**config.mk**
```make
export PLATFORM = sky130hd
export DESIGN_NAME = demux_one_two16bit
export DESIGN_NICKNAME = d
export VERILOG_FILES = /design/src/rtl/demux_one_two16bit_pkg.sv /design/src/rtl/sync_fifo_ch.sv /design/src/rtl/demux_one_two16bit.sv
export SDC_FILE = /design/constraint.sdc
export NUM_CORES = 1
export LEC_CHECK = 0
export ABC_AREA = 1
export BUFFER_PORTS_ARGS = -buffer_cell sky130_fd_sc_hd__buf_2
export CAP_MARGIN = 20
export CORE_MARGIN = 4
export CORE_UTILIZATION = 57
export CTS_BUF_LIST = sky130_fd_sc_hd__clkbuf_4
export CTS_CLUSTER_SIZE = 10
export DETAILED_ROUTE_END_ITERATION = 16
export PLACE_DENSITY = 0.94
export RECOVER_POWER = 50
export REMOVE_ABC_BUFFERS = 1
export SETUP_SLACK_MARGIN = 0.3
export SLEW_MARGIN = 0
export SYNTH_ARGS = -nofsm -noshare
export SYNTH_HDL_FRONTEND = slang
export SYNTH_SLANG_ARGS = --single-unit
export TNS_END_PERCENT = 100
```
**constraint.sdc**
```tcl
create_clock -name clk -period 1.95 [get_ports clk]
set_input_delay 0.195 -clock clk [delete_from_list [all_inputs] [get_ports clk]]
set_output_delay 0.195 -clock clk [all_outputs]
set_load 0.02 [all_outputs]
```
**src/rtl/demux_one_two16bit_pkg.sv**
```systemverilog
// Shared constants and types for the one-to-two stream demux.
// Holds default sizing, the counter width and channel encoding.
package alu_pkg;

    localparam int unsigned DEF_WIDTH = 16;
    localparam int unsigned DEF_DEPTH = 2;
    localparam int unsigned CNT_W     = 16;

    typedef enum logic {
        CH_B = 1'b0,
        CH_A = 1'b1
    } ch_sel_e;

    function automatic logic [CNT_W-1:0] cnt_inc(
        input logic [CNT_W-1:0] i_cnt
    );
        return i_cnt + CNT_W'(1);
    endfunction

endpackage

```
**src/rtl/sync_fifo_ch.sv**
```systemverilog
// One output channel: small synchronous FIFO with a registered head
// and a free-running count of delivered words.
module sync_fifo_ch
    import alu_pkg::*;
#(
    parameter int unsigned WIDTH = DEF_WIDTH,
    parameter int unsigned DEPTH = DEF_DEPTH
) (
    input  logic             clk,
    input  logic             rst_n,
    input  logic             i_push,
    input  logic [WIDTH-1:0] i_data,
    output logic             o_full,
    input  logic             i_ready,
    output logic             o_valid,
    output logic [WIDTH-1:0] o_data,
    output logic [CNT_W-1:0] o_count
);

    localparam int unsigned PTR_W = (DEPTH > 1) ? $clog2(DEPTH) : 1;
    localparam logic [PTR_W:0] FULL_OCC = (PTR_W + 1)'(DEPTH);

    logic [WIDTH-1:0] r_mem [DEPTH];
    logic [PTR_W-1:0] r_wr_ptr;
    logic [PTR_W-1:0] r_rd_ptr;
    logic [PTR_W:0]   r_occ;
    logic [CNT_W-1:0] r_count;

    logic w_push_ok;
    logic w_pop;

    assign o_full    = (r_occ == FULL_OCC);
    assign o_valid   = (r_occ != '0);
    assign o_data    = r_mem[r_rd_ptr];
    assign o_count   = r_count;
    assign w_push_ok = i_push & ~o_full;
    assign w_pop     = o_valid & i_ready;

    // Storage is cleared on reset so stale words can never resurface.
    always_ff @(posedge clk or negedge rst_n) begin
        if (!rst_n) begin
            for (int i = 0; i < int'(DEPTH); i++) begin
                r_mem[i] <= '0;
            end
        end else if (w_push_ok) begin
            r_mem[r_wr_ptr] <= i_data;
        end
    end

    always_ff @(posedge clk or negedge rst_n) begin
        if (!rst_n) begin
            r_wr_ptr <= '0;
        end else if (w_push_ok) begin
            r_wr_ptr <= r_wr_ptr + PTR_W'(1);
        end
    end

    always_ff @(posedge clk or negedge rst_n) begin
        if (!rst_n) begin
            r_rd_ptr <= '0;
        end else if (w_pop) begin
            r_rd_ptr <= r_rd_ptr + PTR_W'(1);
        end
    end

    always_ff @(posedge clk or negedge rst_n) begin
        if (!rst_n) begin
            r_occ <= '0;
        end else begin
            unique case ({w_push_ok, w_pop})
                2'b10:   r_occ <= r_occ + (PTR_W + 1)'(1);
                2'b01:   r_occ <= r_occ - (PTR_W + 1)'(1);
                default: r_occ <= r_occ;
            endcase
        end
    end

    always_ff @(posedge clk or negedge rst_n) begin
        if (!rst_n) begin
            r_count <= '0;
        end else if (w_pop) begin
            r_count <= cnt_inc(r_count);
        end
    end

endmodule

```
**src/rtl/demux_one_two16bit.sv**
```systemverilog
// One-to-two stream demux: routes each accepted word to channel A or B,
// each channel buffered by its own FIFO with a delivered-word counter.
module demux_one_two16bit
    import alu_pkg::*;
#(
    parameter int unsigned WIDTH = DEF_WIDTH,
    parameter int unsigned DEPTH = DEF_DEPTH
) (
    input  logic             clk,
    input  logic             rst_n,
    input  logic [WIDTH-1:0] in_data,
    input  logic             select,
    input  logic             in_valid,
    output logic             in_ready,
    output logic [WIDTH-1:0] A_data,
    output logic             A_valid,
    input  logic             A_ready,
    output logic [WIDTH-1:0] B_data,
    output logic             B_valid,
    input  logic             B_ready,
    output logic [CNT_W-1:0] A_count,
    output logic [CNT_W-1:0] B_count
);

    logic    r_en;
    ch_sel_e w_sel;
    logic    w_full_a;
    logic    w_full_b;
    logic    w_push_a;
    logic    w_push_b;
    logic    w_rdy;

    // Holds in_ready low through reset and until the first edge after it.
    always_ff @(posedge clk or negedge rst_n) begin
        if (!rst_n) begin
            r_en <= 1'b0;
        end else begin
            r_en <= 1'b1;
        end
    end

    assign w_sel = ch_sel_e'(select);

    always_comb begin
        w_rdy    = 1'b0;
        w_push_a = 1'b0;
        w_push_b = 1'b0;
        unique case (w_sel)
            CH_A: begin
                w_rdy    = r_en & ~w_full_a;
                w_push_a = in_valid & w_rdy;
            end
            CH_B: begin
                w_rdy    = r_en & ~w_full_b;
                w_push_b = in_valid & w_rdy;
            end
            default: begin
                w_rdy = 1'b0;
            end
        endcase
    end

    assign in_ready = w_rdy;

    sync_fifo_ch #(
        .WIDTH (WIDTH),
        .DEPTH (DEPTH)
    ) u_ch_a (
        .clk     (clk),
        .rst_n   (rst_n),
        .i_push  (w_push_a),
        .i_data  (in_data),
        .o_full  (w_full_a),
        .i_ready (A_ready),
        .o_valid (A_valid),
        .o_data  (A_data),
        .o_count (A_count)
    );

    sync_fifo_ch #(
        .WIDTH (WIDTH),
        .DEPTH (DEPTH)
    ) u_ch_b (
        .clk     (clk),
        .rst_n   (rst_n),
        .i_push  (w_push_b),
        .i_data  (in_data),
        .o_full  (w_full_b),
        .i_ready (B_ready),
        .o_valid (B_valid),
        .o_data  (B_data),
        .o_count (B_count)
    );

endmodule

```
## Yosys cells after proc, flatten, opt, wreduce, memory -nomap -nowiden

Index checks and enable logic that the tools add are counted.

- Multiplexer cells: 17
- Reductions and logical operators: 6
- Magnitude comparators: 6
- Bitwise gates (word level): 15
- Equal/unequal tests: 6
- Add/sub/neg operators: 10

Operators by type and width:

| cell | number |
|---|---|
| 16-bit 2-to-1 mux | 8 |
| 32-bit bitwise mux | 2 |
| 16-bit by 1-bit adder with 16-bit output, second input constant | 2 |
| 16-bit demux with 1-bit select | 2 |
| 1-bit AND | 8 |
| 2-bit equality test, second input constant | 4 |
| 2-bit >= comparator, second input constant | 4 |
| 1-bit NOT with 2-bit output | 4 |
| 2-bit one-hot mux with 2 select lines | 2 |
| 2-bit nonzero test | 4 |
| 1-bit adder, second input constant | 4 |
| 2-bit by 1-bit adder with 2-bit output, second input constant | 2 |
| 2-bit by 1-bit equality test with 1-bit output, second input constant | 2 |
| 2-bit by 1-bit less-than comparator with 1-bit output, second input constant | 2 |
| 2-bit by 1-bit subtractor with 2-bit output, second input constant | 2 |
| 1-bit NOT | 3 |
| 1-bit logical AND | 2 |
| 1-bit 2-to-1 mux | 2 |
| 1-bit one-hot mux with 2 select lines | 1 |

- Flip-flop bits (word level): 105
- Output and inout bits: 67
- Logic and storage cells: 73
- Bits of input ports: 22

## Longest topological paths before layout

Gate-level depths: netlist (run 1).

- Depth in word-level cells: 8
- Mapped depth: 8
- Gate-level depth less buffers: 8

## Cells and area by module

From an unflattened synthesis (run 1), not the netlist that was laid out.

- Cells, all modules: 607
- Area, all modules: 5129.9 um2

By module, submodules not included:

| module | sequential area each (um2) | area an instance (um2) | instances | cells each |
|---|---|---|---|---|
| sync_fifo_ch (u_ch_a) | 1301.2 | 2597.5 | 1 | 298 |
| sync_fifo_ch (u_ch_b) | 1301.2 | 2454.9 | 1 | 297 |
| demux_one_two16bit | 25.0 | 77.6 | 1 | 12 |

## Worst setup path before layout (run 1)

OpenSTA, ideal clock, no wires.

- Path kind: register to register
- Start point: register u_ch_b.r_occ[1]
- End point: register u_ch_b.r_occ[1]
- Arrival: 1383 ps
- Cell stages (with the launch flop): 9
- Path slack: 436 ps
- Required time: 1819 ps
- Cells stage by stage: dfrtp_1 -> inv_1 -> o21ai_1 -> nor2_1 -> nand2_1 -> ha_1 -> a21oi_1 -> o21ai_0 -> xor2_1

- Cells in the longest elaborated chain, start to end: 8
- Elaborated cells between the ends (all ways): 14
- Those cells by class: add/sub (2); eq/ne (3); mux (2); bitwise (5); reduce/logical (2)

Ends and longest elaborated chain:

| element | line | RTL |
|---|---|---|
| start, declared | sync_fifo_ch.sv:26 | `logic [PTR_W:0] r_occ;` |
| start signal, assigned | sync_fifo_ch.sv:71 | `2'b10: r_occ <= r_occ + (PTR_W + 1)'(1);` |
| start signal, assigned | sync_fifo_ch.sv:72 | `2'b01: r_occ <= r_occ - (PTR_W + 1)'(1);` |
| start signal, assigned | sync_fifo_ch.sv:73 | `default: r_occ <= r_occ;` |
| 2-bit equality test | sync_fifo_ch.sv:32 | `assign o_full = (r_occ == FULL_OCC);` |
| 1-bit NOT | sync_fifo_ch.sv:36, demux_one_two16bit.sv:54 |  |
| 1-bit AND | demux_one_two16bit.sv:54 | `w_rdy = r_en & ~w_full_b;` |
| 1-bit AND | demux_one_two16bit.sv:55 | `w_push_b = in_valid & w_rdy;` |
| 1-bit 2-to-1 mux | demux_one_two16bit.sv:48 | `unique case (w_sel)` |
| 1-bit AND | sync_fifo_ch.sv:36 | `assign w_push_ok = i_push & ~o_full;` |
| 2-bit by 1-bit equality test with 1-bit output or 2-bit equality test (tied branches) | sync_fifo_ch.sv:70 | `unique case ({w_push_ok, w_pop})` |
| 2-bit one-hot mux with 2 select lines or 2-bit nonzero test (tied branches) | -- |  |

Parallel ways exist; a longest one is shown, timed or not.
A chain may end at the register's enable or synchronous reset.

## Final worst setup path (run 1)

- Start point: register u_ch_b.r_occ[0]
- End point: register u_ch_b.r_occ[1]

- Elaborated cells between the ends (all ways): 14
- Those cells by class: add/sub (2); eq/ne (3); mux (2); bitwise (5); reduce/logical (2)

RTL lines:

| element | line | RTL |
|---|---|---|
| 2-bit nonzero test (*) | sync_fifo_ch.sv:33 | `assign o_valid = (r_occ != '0);` |
| 1-bit AND (*) | sync_fifo_ch.sv:37 | `assign w_pop = o_valid & i_ready;` |
| named net u_ch_b.w_pop | sync_fifo_ch.sv:30 | `logic w_pop;` |
| 2-bit by 1-bit equality test with 1-bit output or 2-bit equality test (tied branches) | sync_fifo_ch.sv:70 |  |
| 2-bit one-hot mux with 2 select lines or 2-bit nonzero test (tied branches) | -- |  |

Mark *: on every way through the listed nets, which the timed path passes. The rest lies on a longest branch.

==> results of run 1 <==
[metal layers]
layer,routed length [um],part of all wire
met3,654,0.061
met1,4440,0.41
met5,0,0
met4,247,0.023
met2,5390,0.50
[sequential cells by signal, indices dropped and copies added, names as in the netlist]
| register | flops |
|---|---|
| u_ch_b.r_occ | 2 |
| u_ch_b.r_rd_ptr | 1 |
| u_ch_a.r_rd_ptr | 1 |
| r_en | 1 |
| u_ch_a.o_count | 16 |
| u_ch_b.r_wr_ptr | 1 |
| u_ch_a.r_occ | 2 |
| u_ch_a.r_wr_ptr | 1 |
| u_ch_a.r_mem | 32 |
| u_ch_b.r_mem | 32 |
| u_ch_b.o_count | 16 |
[power groups by stage]
stage	registers (mW)	clock network [mW]	logic, mW
finish	3.64	1.14	3.76
global route	3.75	1.26	4.16
CTS	3.61	1.17	3.68
detailed placement	3.65	0	3.58
global placement	3.58	0	3.43
floorplan	3.73	0	2.18
[timing repair]
item                                    in CTS  in global routing
gates cloned                                 0                  1
resized for setup                           12                 14
endpoints found under the hold margin       30                  0
hold buffers                                 2                  0
buffers inserted                             2                  2
endpoints found under the setup margin      34                 53
[kinds of logic (layout without fill, tap and decap cells)]
group | Yosys count | in the layout | share of synthesized area
fa+ha+maj | 4 | 4 | 0.0105
simple gates | 279 | 279 | 0.238
compound gates | 74 | 74 | 0.0912
xor+xnor | 26 | 26 | 0.0478
buf+inv | 68 | 171 | 0.0599
flops | 105 | 105 | 0.552
other cells | 1 | 1 | 0.000788
[per-stage QoR]
step | util | instances | hold slack [ns] | instance area [um2]
3_5_place_dp | 0.652 | 742 | 0.154 | 5330
2_1_floorplan | - | 538 | -0.101 | 4660
6_report | 0.683 | 765 | 0.0291 | 5580
4_1_cts | 0.678 | 762 | 0.00714 | 5540
3_3_place_gp | 0.652 | 742 | 0.144 | 5330
5_1_grt | 0.683 | 765 | 0.00802 | 5580
[area by class of cell]
type                       instances  share of cell area
clock buffer                       9              0.0121
clock inverter                     7              0.0139
inverter                          49              0.0352
multi-input combinational        384               0.335
sequential                       105               0.472
tap                              105              0.0235
timing repair buffer             106               0.108
[how the worst min path moves through the flow]
stage / from / to / slack [ns]
global route: in_data[7] / u_ch_a.r_mem[23]$_DFFE_PN0P_ / 0.008
floorplan: rst_n / r_en$_DFF_PN0_ / -0.10
finish: in_data[15] / u_ch_a.r_mem[31]$_DFFE_PN0P_ / 0.03
global placement: rst_n / u_ch_b.r_mem[4]$_DFFE_PN0P_ / 0.14
CTS: in_data[15] / u_ch_a.r_mem[31]$_DFFE_PN0P_ / 0.007
detailed placement: rst_n / u_ch_b.r_mem[4]$_DFFE_PN0P_ / 0.15
[placed cells by master (no fill, tap or decap), drive strengths merged]
cell,netlist,routed
nand2,218,218
dfrtp,105,105
buf,4,76
o21ai,70,70
inv,47,50
clkbuf,15,37
nor2,30,30
nand3,16,16
xor2,14,14
xnor2,12,12
nand4,7,7
ha,4,4
clkinv,2,4
a21oi,4,4
nand3b,3,3
nor3,3,3
dlygate4sd3,0,2
or2,2,2
bufinv,0,1
clkinvlp,0,1
conb,1,1
[tightest hold or removal path, cell delays in order]
cell     delay, ns
buf_2         0.08
inv_1         0.07
o21ai_2       0.13
==> run summary, run 1 <==
The flow ran to the end, and the final reports show no timing, DRC or antenna violations. The global-route track usage on met2 is 0.377, and the flip-flop and latch count after synthesis is 105. Dividing the detail-routed via count by the number of cells gives 5.21.

The critical path goes through clkbuf_1 > nor2_4 > nor2_4 > ha_1 > a21oi_1 > o21ai_0 > xor2_1. In the post-synthesis netlist, the biggest area contributors are dfrtp_1, nand2_1, o21ai_0. The main flop type after synthesis is dfrtp_1.

The run gives 3,967 as the number of global-route vias before repair. Of all nets on the critical path, the largest fanout is 7. The run gives 0 ns as the final total negative setup slack.

The most area-hungry cell type in the Yosys netlist was dfrtp_1. TritonCTS built the clock tree. Pin placement for this block handled 89 I/O pins. At the end of routability-driven placement, the weighted congestion stood at 0.800.

The HPWL after detailed placement came out at 7570 um. The logs give 0 for the number of antenna violations at the first check in global routing and 54 for the pin count of the biggest net entering global routing. Counting the fill cells in the layout gives 642. Standard cell core area: 8180 um2. The final critical-path share of the clock period works out to 0.868. In this run the critical register-to-register path is captured at u_ch_b.r_occ[1]$_DFFE_PN0P_.

For the post-detailed-route count of antenna-violating nets, the log shows 0. After synthesis the cells add up to 4760 um2. Fraction of synthesized cell area taken by the top area cell type: 0.552. The dominant delay contributor by cell family on the critical path was flip-flops. The global-route met3 utilization is 0.0421. The number of nets in the layout is 681. The tools report the sequential-to-total area share from yosys stat as 0.552. The run gives 0.223 as the overall fraction of global-route tracks in use. In this run the power density over the cells is 1530 nW/um2.

In this run the horizontal extent of the chip is 99.4 um. The number of antenna cells inserted is 0. In this run the worst setup path terminates at u_ch_b.r_occ[1]$_DFFE_PN0P_. The worst-case vdd ir drop is 0.00101 V, and the transition at the pin with the smallest max-transition slack is 0.790 ns.

The clock tree synthesis step divided the H-tree into 3 levels. The clock-pin slew reported for the worst setup and hold paths after clock tree synthesis was 0.18 ns. The run gives 0.427 as the proportion of power drawn by flip-flops and latches. The number of buffers inserted by port buffering works out to 88. The final critical-path setup slack is 0.257 ns. The tools report the die footprint as 9880 um2.

The overall power after layout is 8.54 mW, and the highest attainable clock frequency is 591 MHz. Setup violations remaining at the end of the flow were counted as 0. For this design the static power due to leakage is 2.92 nW. The logs give 194 for the detailed router's first-iteration violation count and 0 for the count of maximum capacitance violations. Dividing the detail-routed wire length by the instance count gives 14.0 um. The tree is rooted in a clkbuf_4. Setup repair after global routing could not meet its margin everywhere.

The number of detailed-routing iterations run before antenna repair is 5. Counting stages on the worst path, the most repeated cell is nor2_4. The switching power share of the total is 0.438, and the register-to-register setup slack is 0.26 ns.

The sequential cells in the finished layout cover a total of 2630 um2. The initial cell density of the core is 0.582. Count of cells along the worst hold path: 3. The area added between synthesis and finish works out to 17.2%.

The average footprint of a synthesized cell came out at 8.55 um2. The worst setup path is launched from a flip-flop. The run gives 2.29 ns as the required time of the critical path. The worst hold path belongs to the class input port to flip-flop.

TritonCTS created 9 clock buffers. The area of the multi-input gates is 1870 um2, and the global-route wire length before repair is 17,900 um. The number of hold violations in the final report is 0, and the number of warnings printed during yosys synthesis is 0. Prior to clock tree synthesis, the placed netlist has a worst setup slack of 0.232 ns.

For the count of distinct cell types in the synthesized netlist, the log shows 27. For the critical path data arrival time, the log shows 2.03 ns. The later pin in the worst-skew pair is clocked with a latency of 0.45 ns. The run gives 2 as the largest buffer count on any clock path. After global routing, the most crowded layer is met2. The number of enable-type register cells in the synthesized netlist is 0. The share of flip-flops with an asynchronous set or reset was 1.00.

Sorting the synthesized cells by how often they occur yields nand2_1, dfrtp_1, o21ai_0. The initialized floorplan defines 33 standard-cell rows. The internal portion of the total power is 4.80 mW. The startpoint of the most critical register-to-register path is u_ch_b.r_occ[0]$_DFFE_PN0P_.

In the routed design, unresolved DRC markers number 0. Endpoint type of the worst setup path: a flip-flop. The clock skew after layout was 0.0267 ns. The critical path crosses 7 cells after its start point. For this run the aggregate overflow at the end of global routing stands at 0. The class of the most critical setup path is flip-flop to flip-flop.

The slowest stage of the critical path belongs to the cell dfrtp_1. The share of final-layout standard cells stronger than drive strength 1 was 0.200; the post-route minimum period was 1.69 ns. The critical path starts at u_ch_b.r_occ[0]$_DFFE_PN0P_. The logs give 0.133 for the part of the power in the clock network and 557 for the cell count after synthesis. The total number of clock tree sinks is 105, and the combinational group share of total power is 0.440. The analysis attributes to net switching a power of 3.74 mW. For the met1 global-route usage, the log shows 0.279. The final layout contains routed wiring with a total length of 10,700 um. The normalized max-slew margin was 0.473; the delay of the slowest critical-path stage was 0.39 ns. The die is 99.4 um tall. Detailed routing inserted a total of 3,982 vias. In the post-synthesis netlist, the cell with the most instances is nand2_1. The number of buffers and inverters on the critical path is 1, and the count of final max-slew check failures is 0. The worst register-to-register path has a depth of 7.
No activity file was read; power rests on OpenSTA's default activity.
==> inputs of run 2 (changes only) <==
--- a/config.mk
+++ b/config.mk
@@ -9,7 +9,7 @@
 export BUFFER_PORTS_ARGS = -buffer_cell sky130_fd_sc_hd__buf_2
 export CAP_MARGIN = 20
 export CORE_MARGIN = 4
-export CORE_UTILIZATION = 57
+export CORE_UTILIZATION = 58
 export CTS_BUF_LIST = sky130_fd_sc_hd__clkbuf_4
 export CTS_CLUSTER_SIZE = 10
 export DETAILED_ROUTE_END_ITERATION = 16
@@ -20,5 +20,6 @@
 export SLEW_MARGIN = 0
 export SYNTH_ARGS = -nofsm -noshare
 export SYNTH_HDL_FRONTEND = slang
+export SYNTH_HIERARCHICAL = 1
 export SYNTH_SLANG_ARGS = --single-unit
 export TNS_END_PERCENT = 100
==> run 2 against run 1 <==
  * Synthesized cell count up 9.0%
  * Clock power hardly changed
  * Routed wire length grew 35%
  * Critical path depth fell by 3
  * Design area increased by 19%
  * Cell count increased by 11%
  * Sequential cell count unchanged
  * Setup slack worse by 0.067 ns
  * Utilization up 8.0 points
  * Largest cell class unchanged
  * Global-route usage up 3.5 points
  * Maximum frequency fell by 3.8%
  * Non-clock buffer count grew 30
==> run summary, run 2 <==
In this run the worst hold path is classified as input port to flip-flop. The largest registers in the layout are u_ch_a/r_mem: 32 flops, u_ch_b/r_mem: 32 flops. Detail-routed via count per cell: 5.63 (+8.1%).

The number of nets in the layout is 763 (+12%). The net switching power figure came out at 4.66 mW (+25%). The largest buffer count on any clock path was 2 (unchanged).

Setup repair after global routing could not meet its margin everywhere. The worst hold path terminates at u_ch_b/r_mem[24]$_DFFE_PN0P_. The number of logic stages on the critical path including buffering came out at 4 (-3). Transition at the pin with the smallest max-transition slack: 0.569 ns (-0.221 ns). Average footprint of a synthesized cell: 8.45 um2 (-1.1%). The tools report the total wire length as 14,500 um (+35%). The endpoint type of the worst setup path is an output port. For the number of detailed-routing iterations run before antenna repair, the log shows 5 (unchanged). The register-to-register setup slack is 0.19 ns (-0.07 ns), and the clock-pin slew reported for the worst setup and hold paths after clock tree synthesis is 0.18 ns (about the same).

The startpoint identified for the worst hold timing path is in_data[8]. The fraction of synthesized cell area taken by the top area cell type was 0.512 (-0.0397); the final weighted congestion of routability-driven global placement was 0.854 (+6.7%). The residual overflow from global routing is 0 (unchanged). The area growth from synthesis to layout is 28.9%. The area of the multi-input gates came out at 2370 um2 (+27%). The run gives 21,300 um (+18%) as the global-route wire length before repair. Vias after detailed routing: 4,783 (+20%). The logs give 0 (unchanged) for the count of final max-slew check failures and 294 (+52%) for the detailed router's first-iteration violation count. The run gives 1.57 ns (-0.46 ns) as the critical path data arrival time. Summed over all instances, the cell type with the most area after synthesis is dfrtp_1. The number of placement rows is 34 (+3.0%). The HPWL after detailed placement came out at 8220 um (+8.5%).

Cell type with the highest occurrence count on the critical path: buf_6. Grouping stages by cell kind, the critical path spends the most delay in flip-flops. Horizontal extent of the die: 102 um (+2.7%). Clock latency on the worst-skew pair: 0.46 ns (about the same).

By area the synthesized netlist is led by dfrtp_1, nand2_1, o21ai_0. For the part of the power in the clock network, the log shows 0.112 (-0.021). The startpoint kind of the worst setup timing path was a flip-flop. The run gives 607 (+9.0%) as the cell count after synthesis.

For the normalized max-slew margin, the log shows 0.621 (+0.148). The number of hold violations in the final report came out at 0 (unchanged). The overall power after layout is 10.4 mW (+22%), and the clock skew after layout is 0.0261 ns (-0.000573 ns).

The proportion of power drawn by flip-flops and latches was 0.346 (-0.081). Pin count of the biggest net entering global routing: 106 (+96%). For the worst-case vdd ir drop, the log shows 0.000743 V (-26%). In the layout the commonest cells are nand2_1, dfrtp_1, inv_1, o21ai_0, buf_2.

The delay of the slowest critical-path stage is 0.49 ns (+0.10 ns), and the total number of clock tree sinks is 105 (unchanged). The reported leakage power is 3.26 nW (+11%). The number of antenna violations at the first check in global routing came out at 0 (unchanged).

The largest individual stage delay along the critical path comes from the cell dfrtp_2. The number of cells traversed by the worst register-to-register path was 11 (+4). The number of antenna cells inserted came out at 0 (unchanged).

Traced cell by cell, the critical path runs through buf_6 > clkbuf_16 > o21ai_4 > buf_6. The post-route minimum period was 1.76 ns (+0.0674 ns); the overall fraction of global-route tracks in use was 0.258 (+0.0348). The highest attainable clock frequency came out at 568 MHz (-3.8%). Startpoint of the most critical register-to-register path: u_ch_b/r_occ[0]$_DFFE_PN0P_. The tools report the total of fill cells in the finished design as 579 (-9.8%). The boundary pin count was 89 (unchanged); the number of clock buffers inserted by TritonCTS was 9 (unchanged).

The run gives 3 (unchanged) as the maximum level of the CTS H-tree. Main flop type after synthesis: dfrtp_1. For the number of global-route vias before repair, the log shows 4,540 (+14%).

The count of maximum capacitance violations was 0 (unchanged); the final critical-path share of the clock period was 0.903 (+0.0345). The share of flip-flops with an asynchronous set or reset came out at 1.00 (unchanged). The number of enable-type register cells in the synthesized netlist was 0 (unchanged); the number of remaining DRC errors was 0 (unchanged). The most common cell after layout, fill and taps aside is nand2_1.

The class of the most critical setup path was flip-flop to output port. The total power divided by cell area is 1580 nW/um2 (+3.2%). Yosys instantiated no cell more often than nand2_1. The number of buffers inserted by port buffering is 88 (unchanged), and the cell internal power dissipation is 5.79 mW (+21%). The count of cells along the worst hold path is 3 (unchanged).

The flip-flop and latch count after synthesis was 105 (unchanged); the sequential-to-total area share from yosys stat was 0.512 (-0.0397). The final total negative setup slack is 0 ns (unchanged), and the count of distinct cell types in the synthesized netlist is 30 (+11%). Number of warnings printed during yosys synthesis: 6 (+6). TritonCTS built the clock tree. The height of the die is 102 um (+2.7%), and the required time of the critical path is 1.75 ns (-0.54 ns). The die footprint is 10,400 um2 (+5.4%). The tools report the standard cell core area as 8680 um2 (+6.2%). For the initial cell density of the core, the log shows 0.591 (+0.00878).

The flow ran to the end, and the final reports show no timing, DRC or antenna violations. The combinational group share of total power is 0.542 (+0.102). Wire length per cell after detailed routing: 17.1 um (+22%).

The run gives 0 (unchanged) as the post-detailed-route count of antenna-violating nets. The worst register-to-register path ends at u_ch_b/r_occ[1]$_DFFE_PN0P_. The tree is rooted in a clkbuf_4. The biggest fanout along the worst timing path is 5 (-2), and the cell area after technology mapping is 5130 um2 (+7.8%).

The number of buffers and inverters on the critical path is 3 (+2), and the area used by sequential logic in the layout is 2630 um2 (about the same). The final count of negative-setup-slack endpoints came out at 0 (unchanged). The share of final-layout standard cells stronger than drive strength 1 was 0.272 (+0.0722).

Switching power share of the total: 0.446 (+0.00802). In the synthesized netlist, the cells that appear most often are nand2_1, dfrtp_1, o21ai_0.
## run 2: cell count changes after synthesis, moves of 5 or more
cell,previous run,this run
o21ai_1,2,15
o21ai_0,52,70
nand2_1,217,201
nor2_2,2,7
inv_1,46,64
## run 2: cell families after synthesis
logic type      Yosys count  share of synthesized area
fa+ha+maj                 4                    0.00976
xor+xnor                 24                     0.0410
flops                   105                      0.512
buf+inv                  89                     0.0768
other cells               1                   0.000731
simple gates            281                      0.249
compound gates          103                      0.111
## run 2: worst max path at each step
stage / startpoint / endpoint / slack (ns)
CTS: u_ch_b/r_rd_ptr$_DFFE_PN0P_ / B_data[4] / 0.19
floorplan: u_ch_a/r_occ[0]$_DFFE_PN0P_ / u_ch_a/r_occ[1]$_DFFE_PN0P_ / 0.09
global placement: u_ch_a/r_occ[1]$_DFFE_PN0P_ / u_ch_a/r_occ[1]$_DFFE_PN0P_ / 0.17
detailed placement: u_ch_a/r_occ[1]$_DFFE_PN0P_ / u_ch_a/r_occ[1]$_DFFE_PN0P_ / 0.07
finish: u_ch_b/r_rd_ptr$_DFFE_PN0P_ / B_data[11] / 0.19
global route: u_ch_b/r_occ[0]$_DFFE_PN0P_ / u_ch_b/r_occ[1]$_DFFE_PN0P_ / 0.13
## run 2: what timing repair did
| item | in CTS | in global routing |
|---|---|---|
| gates resized for setup | 40 | 119 |
| pin swaps | 13 | 23 |
| gates cloned | 3 | 2 |
| setup buffers | 21 | 8 |
| setup endpoints to repair | 100 | 101 |
| hold endpoints to repair | 119 | 1 |
| hold buffers | 8 | 1 |
## run 2: routing by layer
metal	GRT usage	share of wire
met4	0.111	0.035
met2	0.448	0.51
met5	0	0
met3	0.0444	0.074
met1	0.317	0.38
## run 2: power by group through the flow
stage / sequential, mW / clock [mW] / combinational [mW]
detailed placement: 3.61 / 0 / 3.83
floorplan: 3.69 / 0 / 2.36
global placement: 3.54 / 0 / 3.68
global route: 3.68 / 1.27 / 6.06
CTS: 3.52 / 1.17 / 4.48
finish: 3.61 / 1.17 / 5.67
## run 2: tightest hold or removal path: cells and delay by family
family                 cells  cell delay, ns
AND/OR/NAND/NOR            1            0.07
buffers and inverters      1            0.14
AO/OA/AOI/OAI              1            0.05
## run 2: final cells by class
cell class                      instances  share of cell area
Clock buffer                           10              0.0114
Clock inverter                          6             0.00984
Inverter                               69              0.0392
Multi-Input combinational cell        416               0.359
Sequential cell                       105               0.398
Tap cell                              108              0.0204
Timing Repair Buffer                  136               0.163
## run 2: stage by stage
step	worst slack, ns	util	cell area (um2)	instances	hold slack [ns]
floorplan	0.0861	-	4990	587	-0.101
global placement	0.167	0.652	5660	791	0.298
detailed placement	0.0748	0.652	5660	791	0.308
CTS	0.186	0.715	6200	839	0.00216
global route	0.127	0.762	6610	850	-0.00569
finish	0.190	0.762	6610	850	0.00305
